**config.mk**
```make
export PLATFORM = sky130hd
export DESIGN_NAME = gcd_host_driver
export DESIGN_NICKNAME = d
export VERILOG_FILES = /design/src/rtl/gcd_host_driver.sv
export SDC_FILE = /design/constraint.sdc
export NUM_CORES = 1
export LEC_CHECK = 0
export CAP_MARGIN = 20
export CORE_MARGIN = 2
export CORE_UTILIZATION = 46
export CTS_BUF_LIST = sky130_fd_sc_hd__clkbuf_8
export DETAILED_ROUTE_END_ITERATION = 6
export GPL_ROUTABILITY_DRIVEN = 1
export PLACE_DENSITY_LB_ADDON = 0.1
export SYNTH_ARGS = -nofsm -noshare
export SYNTH_HDL_FRONTEND = slang
export SYNTH_SLANG_ARGS = --single-unit
```
**constraint.sdc**
```tcl
create_clock -name clk -period 4.09 [get_ports clk]
set_clock_uncertainty 0.2 [all_clocks]
set_input_delay 0.6135 -clock clk [delete_from_list [all_inputs] [get_ports clk]]
set_output_delay 0.6135 -clock clk [all_outputs]
set_load 0.01 [all_outputs]
```
**src/rtl/gcd_host_driver.sv**
```systemverilog
// Initiator for the GCD core's serial operand bus: request in, A/B load, wait, response out.
// Optional GCD_HOST_STATS_EN adds saturating job/timeout counters.
module gcd_host_driver #(
    parameter int WIDTH          = 16,
    parameter int TIMEOUT_CYCLES = 1023
) (
    input  logic             clk,
    input  logic             rst_n,
    input  logic             req_valid,
    output logic             req_ready,
    input  logic [WIDTH-1:0] req_a,
    input  logic [WIDTH-1:0] req_b,
    output logic             rsp_valid,
    input  logic             rsp_ready,
    output logic [WIDTH-1:0] rsp_gcd,
    output logic             rsp_err,
    output logic             gcd_start,
    output logic [WIDTH-1:0] gcd_data,
    input  logic             gcd_done,
    input  logic [WIDTH-1:0] gcd_result
`ifdef GCD_HOST_STATS_EN
    ,
    output logic [15:0]      stat_jobs,
    output logic [7:0]       stat_timeouts
`endif
);

    localparam int CW = $clog2(TIMEOUT_CYCLES + 1);

    typedef enum logic [2:0] {IDLE, LOAD_A, LOAD_B, WAIT, RESP} state_t;

    state_t            state, state_nxt;
    logic [CW-1:0]     cnt, cnt_nxt;
    logic [WIDTH-1:0]  op_b, op_b_nxt;
    logic              req_ready_nxt, rsp_valid_nxt, rsp_err_nxt, gcd_start_nxt;
    logic [WIDTH-1:0]  rsp_gcd_nxt, gcd_data_nxt;

    // Every output is a register loaded with its next-cycle value computed here.
    always_comb begin
        state_nxt     = state;
        cnt_nxt       = cnt;
        op_b_nxt      = op_b;
        req_ready_nxt = 1'b0;
        rsp_valid_nxt = rsp_valid;
        rsp_gcd_nxt   = rsp_gcd;
        rsp_err_nxt   = rsp_err;
        gcd_start_nxt = gcd_start;
        gcd_data_nxt  = gcd_data;
        case (state)
            IDLE: begin
                req_ready_nxt = 1'b1;
                if (req_valid && req_ready) begin
                    req_ready_nxt = 1'b0;
                    op_b_nxt      = req_b;
                    if (req_a == '0 || req_b == '0) begin
                        // gcd(0,x)=x, gcd(0,0)=0: answer without the core
                        state_nxt     = RESP;
                        rsp_valid_nxt = 1'b1;
                        rsp_gcd_nxt   = req_a | req_b;
                        rsp_err_nxt   = 1'b0;
                    end else begin
                        state_nxt     = LOAD_A;
                        gcd_start_nxt = 1'b1;
                        gcd_data_nxt  = req_a;
                    end
                end
            end
            LOAD_A: begin
                state_nxt     = LOAD_B;
                gcd_start_nxt = 1'b1;
                gcd_data_nxt  = op_b;
            end
            LOAD_B: begin
                state_nxt = WAIT;
                cnt_nxt   = '0;
            end
            WAIT: begin
                cnt_nxt = cnt + 1'b1;
                if (gcd_done) begin
                    state_nxt     = RESP;
                    rsp_valid_nxt = 1'b1;
                    rsp_gcd_nxt   = gcd_result;
                    rsp_err_nxt   = 1'b0;
                    gcd_start_nxt = 1'b0;
                end else if (cnt_nxt == CW'(TIMEOUT_CYCLES)) begin
                    state_nxt     = RESP;
                    rsp_valid_nxt = 1'b1;
                    rsp_gcd_nxt   = '0;
                    rsp_err_nxt   = 1'b1;
                    gcd_start_nxt = 1'b0;
                end
            end
            RESP: begin
                if (rsp_ready) begin
                    state_nxt     = IDLE;
                    rsp_valid_nxt = 1'b0;
                    req_ready_nxt = 1'b1;
                end
            end
            default: state_nxt = IDLE;
        endcase
    end

    always_ff @(posedge clk) begin
        if (!rst_n) begin
            state     <= IDLE;
            cnt       <= '0;
            op_b      <= '0;
            req_ready <= 1'b0;
            rsp_valid <= 1'b0;
            rsp_gcd   <= '0;
            rsp_err   <= 1'b0;
            gcd_start <= 1'b0;
            gcd_data  <= '0;
        end else begin
            state     <= state_nxt;
            cnt       <= cnt_nxt;
            op_b      <= op_b_nxt;
            req_ready <= req_ready_nxt;
            rsp_valid <= rsp_valid_nxt;
            rsp_gcd   <= rsp_gcd_nxt;
            rsp_err   <= rsp_err_nxt;
            gcd_start <= gcd_start_nxt;
            gcd_data  <= gcd_data_nxt;
        end
    end

`ifdef GCD_HOST_STATS_EN
    always_ff @(posedge clk) begin
        if (!rst_n) begin
            stat_jobs     <= '0;
            stat_timeouts <= '0;
        end else if (state == RESP && rsp_ready) begin
            if (stat_jobs != '1)
                stat_jobs <= stat_jobs + 1'b1;
            if (rsp_err && stat_timeouts != '1)
                stat_timeouts <= stat_timeouts + 1'b1;
        end
    end
`endif

endmodule

```
==> impl_metrics.tcl, run 1 <==
set metrics [dict create \
    fp-row-count 31 \
    postRouteAntennaNets 0 \
    tns_ns 0 \
    grt.busiest_layer "met2" \
    grt_max_degree 65 \
    worstMarginPinSlew_ns 1.04 \
    ir_drop_v 0.000323 \
    cts_buffers 9 \
    dieArea_um2 7990 \
    cp.buffers_inverters 1 \
    synth_nets 446 \
    synth_top_family_by_area "simple AND/OR/NAND/NOR gates" \
    ys_ff_latch 65 \
    post-cts-setup-buffer-count 0 \
    pre_cts_slack_ns 0.633 \
    async_flop_share 0 \
    htreeDepth 3 \
    core_um2 7140 \
    synth-main-ff-cell "dfxtp_1" \
    final_max_slew_viol_count 0 \
    p_per_area_nw_per_um2 533 \
    grt_usage 0.245 \
    status "finished, final reports clean" \
    syn-mean-instance-area_um2 8.57 \
    clock-root-buffer "clkbuf_8" \
    synth_warnings 0 \
    use_met3 0.0545 \
    finish.utilization 0.627 \
    synth.mux.area_fraction 0.0985 \
    synthAdderAreaFrac 0.00747 \
    synth_top_area_share 0.388 \
    grt_pass1_wl_um 14700 \
    slew_headroom 0.306 \
    vias_per_cell 5.49 \
    critPathKind "input pin to register" \
    post-dp-hpwl_um 6720 \
    synth-compound-area-share 0.216 \
    cts.clk_slew.worst_paths_ns 0.08 \
    yosysSeqAreaShare 0.388 \
    design_area_um2 4480 \
    leakage_nw 1.65 \
    arrival_ns 3.18 \
    hold_path_class "register to register" \
    cts_resized 0 \
    gp_congestion 0.883 \
    required_ns 4.16 \
    post-synth-top-count-cell "nand2_1" \
    fin_total_pwr_w 0.00239 \
    hold_viol 0 \
    grt_antenna_before_repair 0 \
    chipWidth_um 89.4 \
    max_freq_ghz 0.321 \
    cts_tree "built" \
    io_buffers 88 \
    io_pins 89 \
    cts.sinks 65 \
    routed-via-count 3137 \
    syn-cell-area_um2 3350 \
    critPathCaptureType "register" \
    crit_fanout 17 \
    hold_buffers 0 \
    synth-edff-count 0 \
    drt_iter0_markers 95 \
    finalSetupViolCount 0 \
    overflow 0 \
    nNetsFinal 522 \
    post_synth_inst_count 391 \
    clk_latency_ns 0.34 \
    synth_common_cells "112 x nand2_1, 65 x dfxtp_1, 33 x mux2i_1" \
    use_met1 0.279 \
    rsz0062_at_grt "false" \
    clk_path_buf_depth 2 \
    yosys.area_share.simple 0.234 \
    fin_crit_sh 0.762 \
    met2_usage 0.432 \
    fp.dieH_um 89.4 \
    wl_um 9170 \
    drive_gt1_frac 0.0720 \
    cpMaxStageDelayCell "a2111o_2" \
    start_util 0.470 \
    maxCapViolations 0 \
    crit_chain "clkdlybuf4s50_1 > nor4_1 > nand4_1 > a2111o_2 > a21o_1 > nor2_8 > mux2i_1" \
    drt_pass1_iterations 4 \
    fin_ws_ns 0.973 \
    drc_errors 0 \
    synth-xor-area-share 0.00523 \
    cpLargestDelayFamily "simple AND/OR/NAND/NOR gates" \
    place_area_um2 4250 \
    yosysTopAreaCell "dfxtp_1" \
    syn2layout_area_growth_pct 33.5 \
    grt_pass1_vias 3080 \
    synth_area_leaders "dfxtp_1 39%, nand2_1 13%, mux2i_1 9.9%" \
    critPathMaxStageDelay_ns 0.53 \
    antennaDiodeCount 0 \
    synth_cell_types 47 \
    period_needed_ns 3.12 \
    cp-start-kind "input pin" \
    wire_per_inst_um 16.1 \
]
cells by family after synthesis:
family | count (synthesis)
and+or+nand+nor | 170
DFF | 65
xor gates and xnor gates | 2
muxes | 33
buffers and inverters | 31
adders and majority gates | 2
AOI/OAI and AO/OA | 88
state kept, by name, summed over array words and instances, names as in the netlist:
signal     flops
rsp_gcd       16
gcd_start      1
req_ready      1
gcd_data      16
op_b          16
cnt           10
rsp_err        1
state          3
rsp_valid      1
cell usage in the layout (no fill, tap or decap), types with 6 or more instances in the layout:
master | Yosys | final
clkbuf_8 | 2 | 9
a21boi_0 | 13 | 13
o211a_1 | 17 | 17
o21a_1 | 6 | 6
nor2_1 | 9 | 8
clkdlybuf4s50_1 | 0 | 87
nand2_1 | 112 | 112
o311ai_0 | 16 | 16
a21oi_1 | 10 | 10
nor2b_1 | 7 | 7
dfxtp_1 | 65 | 65
mux2i_1 | 33 | 33
nor3_1 | 8 | 6
o21ai_0 | 6 | 6
nor4_1 | 10 | 9
a21boi_1 | 6 | 6
path summary, 6_finish.rpt:
kind	startpoint	cells after the start	endpoint	slack (ns)
worst max-delay path	req_b[5]	7	rsp_gcd[8]	0.97
worst min-delay path	op_b[0]	2	op_b[0]	0.26
worst max register to register	state[1]	5	state[2]	1.31
worst min register to register	op_b[0]	2	op_b[0]	0.26
layer usage:
metal / routed length (um) / part of all wire
met5: 0 / 0
met4: 249 / 0.027
met3: 485 / 0.053
met2: 4660 / 0.51
met1: 3780 / 0.41
metrics by stage:
step                hold slack, ns  cells
floorplan                    0.235    391
global placement             0.243    555
detailed placement           0.249    555
CTS                          0.260    571
global route                 0.276    571
finish                       0.257    571
worst min-delay path, cell delays in order (launching register included):
cell and delay, ns:
dfxtp_1 0.32, nand2_1 0.05, a21boi_1 0.05
where the power goes:
group	switching [W]	internal [W]
Combinational	0.000442	0.000447
Sequential	0.000105	0.000769
Clock	0.000276	0.000348
Total	0.000822	0.00156
layout make-up:
type	count	area (um2)
Clock inverter	7	101
Sequential cell	65	1300
Clock buffer	9	124
Inverter	3	11.3
Timing Repair Buffer	93	913
Multi-Input combinational cell	295	1900
Fill cell	646	2660
Tap cell	99	124
(Power assumes the default switching activity.)
==> run 2, diff against run 1 <==
Settings changed: CORE_UTILIZATION 46 to 45.
Clock period 4.09 ns to 2.85 ns, I/O delays scaled along.
==> run 2 against run 1 <==
Effect of this change: sequential power grew 41%; die area up 2.1%; critical path depth rose by 2; sequential share of layout area down 2.3 points; critical path type unchanged; critical endpoint is now rsp_gcd[9]; largest power group unchanged.
==> impl_metrics.tcl, run 2 (synthesized netlist as in run 1, its figures left out) <==
set metrics [dict create \
    status "finished, final reports clean" \
    grt_max_degree 46 \
    htreeDepth 3 \
    cts.sinks 65 \
    chipWidth_um 90.3 \
    critPathCaptureType "register" \
    switching_share 0.339 \
    overflow 0 \
    grt_antenna_before_repair 0 \
    drt_iter0_markers 137 \
    layout_commonest_cell "nand2_1" \
    postRouteAntennaNets 0 \
    fp.dieH_um 90.3 \
    core_um2 7210 \
    wl_um 9860 \
    cts_buffers 9 \
    hold_slack_ns 0.260 \
    start_util 0.465 \
    maxCapViolations 0 \
    arrival_ns 2.79 \
    vias_per_cell 5.39 \
    crit_fanout 11 \
    fp-row-count 31 \
    worstMarginPinSlew_ns 0.692 \
    drc_errors 0 \
    p_comb_frac 0.407 \
    clock-root-buffer "clkbuf_8" \
    p_per_area_nw_per_um2 740 \
    pre_cts_slack_ns -0.239 \
    post-cts-setup-buffer-count 0 \
    nNetsFinal 567 \
    max_freq_ghz 0.368 \
    tns_ns 0 \
    fin_ws_ns 0.136 \
    io_pins 89 \
    grt_pass1_vias 3361 \
    place_area_um2 4610 \
    routed-via-count 3321 \
    fillers 640 \
    period_needed_ns 2.71 \
    final_cell_mix "112 x nand2_1, 87 x clkdlybuf4s50_1, 65 x dfxtp_1" \
    fin_crit_sh 0.952 \
    antennaDiodeCount 0 \
    slew_headroom 0.539 \
    cts.clk_slew.worst_paths_ns 0.07 \
    dieArea_um2 8150 \
    required_ns 2.93 \
    grt_pass1_wl_um 16000 \
    wire_per_inst_um 16.0 \
    io_buffers 88 \
    intPower_w 0.00237 \
    cts_tree "built" \
    seq_power_share 0.341 \
    reg2reg_slack_ns 0.28 \
    clk_latency_ns 0.35 \
    clock_power_share 0.252 \
    drt_pass1_iterations 4 \
    ir_drop_v 0.000391 \
    syn2layout_area_growth_pct 44.8 \
    cp-start-kind "input pin" \
    finalSetupViolCount 0 \
    gp_congestion 0.919 \
    grt_usage 0.249 \
    post-dp-hpwl_um 7500 \
    rsz0062_at_grt "false" \
    p_sw_w 0.00122 \
    clk_path_buf_depth 2 \
    leakage_nw 1.89 \
    hold_path_class "register to register" \
    final_max_slew_viol_count 0 \
    drive_gt1_frac 0.157 \
    hold_buffers 0 \
    hold_viol 0 \
    design_area_um2 4850 \
    reg_top3 "gcd_data (16), op_b (16), rsp_gcd (16)" \
    critPathKind "input pin to register" \
]
run 2: changes by cell type in the layout (fill, tap and decap cells not counted):
cell	delta
clkbuf_8	+1
clkinvlp_4	-1
nor4_1	-2
buf_12	+2
buf_4	+43
nor4_2	+2
inv_6	-1
clkinv_2	+1
run 2: worst paths after layout:
check	startpoint	to	cells past startpoint
worst max-delay path	req_b[7]	rsp_gcd[9]	9
worst min-delay path	rsp_gcd[8]	rsp_gcd[8]	2
worst max register to register	cnt[0]	rsp_gcd[9]	9
worst min register to register	rsp_gcd[8]	rsp_gcd[8]	2
run 2: power groups by stage:
stage / combinational, W / clock, W / sequential (W)
3_5_place_dp: 0.00146 / 0 / 0.00125
3_3_place_gp: 0.00144 / 0 / 0.00124
6_report: 0.00146 / 0.000904 / 0.00123
4_1_cts: 0.00147 / 0.000919 / 0.00123
2_1_floorplan: 0.000723 / 0 / 0.00129
5_1_grt: 0.00159 / 0.000957 / 0.00125
run 2: final cells by class:
class	instances	area, um2	area share
multi-input combinational	295	1910	0.394
sequential	65	1300	0.268
timing repair buffer	138	1280	0.263
clock buffer	10	138	0.0284
tap	99	124	0.0255
clock inverter	6	90.1	0.0186
inverter	3	11.3	0.00232
run 2: critical path: stages:
cell,delay [ns]
clkdlybuf4s50_1,0.45
nor4_1,0.37
buf_4,0.18
nand4_1,0.13
a2111o_2,0.50
a21o_1,0.25
nor2_8,0.13
buf_12,0.15
mux2i_1,0.18
run 2: per-layer routing:
metal,routed length (um),part of all wire,global-route usage
met5,0,0,0
met4,292,0.030,0.119
met3,530,0.054,0.0551
met2,4950,0.50,0.437
met1,4100,0.42,0.287
run 2: timing repair:
action                                  4_1_cts  5_1_grt
endpoints found under the hold margin         0        0
endpoints found under the setup margin        0        5
gates resized for setup                       0        2
run 2: per-stage QoR:
step	std cells	util	total power (W)
2_1_floorplan	391	-	0.00201
3_3_place_gp	600	0.639	0.00268
3_5_place_dp	600	0.639	0.00271
5_1_grt	616	0.673	0.00380
6_report	616	0.673	0.00359
4_1_cts	616	0.671	0.00361
==> run 3, diff against run 2 <==
Settings changed: CORE_UTILIZATION 45 to 44, CTS_BUF_LIST sky130_fd_sc_hd__clkbuf_8 to unset.
==> run 3 against run 2 <==
Effect of this change: fmax grew 1.3%; critical path type unchanged; hold slack worse by 0.0045 ns; power fell by 0.34%; clock power is 0.6% lower; largest power group unchanged; highest routed layer unchanged; count of clock-buffer cells in the layout did not move.
==> impl_metrics.tcl, run 3 (synthesized netlist as in run 1, its figures left out) <==
set metrics [dict create \
    arrival_ns 2.74 \
    core_um2 7330 \
    clock-root-buffer "clkbuf_8" \
    critPathKind "input pin to register" \
    r2r_end "rsp_gcd[9]" \
    dieArea_um2 8330 \
    cts_tree "built" \
    required_ns 2.91 \
    hp-start "op_b[2]" \
    drc_errors 0 \
    reg_top3 "gcd_data (16), op_b (16), rsp_gcd (16)" \
    hold_viol 0 \
    io_buffers 88 \
    drt_pass1_iterations 4 \
    nNetsFinal 565 \
    fp.dieH_um 91.3 \
    routed-via-count 3297 \
    drt_iter0_markers 195 \
    holdPathStages 2 \
    grt_antenna_before_repair 0 \
    wire_per_inst_um 15.9 \
    crit_fanout 17 \
    fin_crit_sh 0.940 \
    finalSetupViolCount 0 \
    status "finished, final reports clean" \
    worstReg2RegStart "cnt[0]" \
    grt_max_degree 37 \
    drive_gt1_frac 0.151 \
    p_sw_w 0.00121 \
    p_per_area_nw_per_um2 740 \
    rsz0062_at_grt "false" \
    worstMarginPinSlew_ns 0.615 \
    overflow 0 \
    chipWidth_um 91.3 \
    antennaDiodeCount 0 \
    gp_congestion 0.868 \
    clock_power_share 0.251 \
    reg2reg_slack_ns 0.38 \
    clk_latency_ns 0.35 \
    seq_power_share 0.344 \
    clk_path_buf_depth 2 \
    wl_um 9780 \
    cts_buffers 9 \
    finish.utilization 0.659 \
    syn2layout_area_growth_pct 44.2 \
    fp-row-count 31 \
    cp-start-kind "input pin" \
    ir_drop_v 0.000487 \
    grt_usage 0.241 \
    final_cell_mix "112 x nand2_1, 87 x clkdlybuf4s50_1, 65 x dfxtp_1" \
    max_freq_ghz 0.373 \
    slew_headroom 0.585 \
    post-dp-hpwl_um 7160 \
    vias_per_cell 5.37 \
    critPathCaptureType "register" \
    leakage_nw 1.87 \
    grt_pass1_wl_um 16000 \
    postRouteAntennaNets 0 \
    hold_path_class "register to register" \
    start_util 0.457 \
    cts.sinks 65 \
    grt_pass1_vias 3180 \
    min_to "op_b[2]" \
    hold_slack_ns 0.256 \
    final_max_slew_viol_count 0 \
    io_pins 89 \
    post-cts-setup-buffer-count 0 \
    p_comb_frac 0.405 \
    cts.clk_slew.worst_paths_ns 0.07 \
    layout_commonest_cell "nand2_1" \
    period_needed_ns 2.68 \
    htreeDepth 3 \
    intPower_w 0.00236 \
    reg2reg_depth 8 \
    hold_buffers 0 \
    switching_share 0.339 \
    maxCapViolations 0 \
]
[run 3: changes by cell type in the layout (fill, tap and decap cells not counted), sizes merged]
| cell | before | now |
|---|---|---|
| buf | 51 | 49 |
[run 3: how the worst max path moves through the flow]
stage	start	end	slack [ns]	cells past startpoint
floorplan	req_b[5]	rsp_gcd[10]	0.51	7
global placement	req_a[3]	rsp_gcd[8]	-0.17	9
detailed placement	req_a[3]	rsp_gcd[7]	-0.22	9
CTS	req_a[3]	rsp_gcd[9]	0.13	9
global route	req_b[2]	rsp_gcd[4]	0.008	8
finish	req_a[11]	rsp_gcd[9]	0.17	8
[run 3: what timing repair did]
action / in CTS / in global routing
setup endpoints to repair: 0 / 3
resized for setup: 0 / 1
hold endpoints to repair: 0 / 0
[run 3: power by group through the flow]
stage               sequential, W  clock, W  combinational [W]
finish                    0.00123  0.000899            0.00145
global route              0.00126  0.000950            0.00158
CTS                       0.00123  0.000913            0.00145
detailed placement        0.00125         0            0.00144
global placement          0.00124         0            0.00142
floorplan                 0.00129         0           0.000723
[run 3: critical path: stages]
cell and delay, ns:
clkdlybuf4s50_1 0.48, nor4_1 0.38, nand4_1 0.24, a2111o_2 0.46, a21o_1 0.25, nor2_8 0.11
buf_12 0.17, mux2i_1 0.21
[run 3: routing by layer]
metal	up-vias	GRT usage	part of all wire
met1	1538	0.359	0.48
met3	13	0.0423	0.077
met5	-	0	0
li1	1630	-	-
met4	0	0.0745	0.014
met2	116	0.354	0.43
[run 3: final cells by class]
type,count,area (um2)
multi-input combinational,295,1910
clock buffer,10,138
clock inverter,6,90.1
inverter,3,11.3
tap,99,124
fill,636,2500
sequential,65,1300
timing repair buffer,136,1260
[run 3: stage by stage]
step	area [um2]	TNS [ns]	total power [W]	cells	setup slack, ns
2_1_floorplan	3350	0	0.00201	391	0.509
3_3_place_gp	4600	-2.82	0.00267	598	-0.168
3_5_place_dp	4600	-3.44	0.00269	598	-0.216
4_1_cts	4830	0	0.00359	614	0.132
5_1_grt	4830	0	0.00378	614	0.00784
6_report	4830	0	0.00358	614	0.172
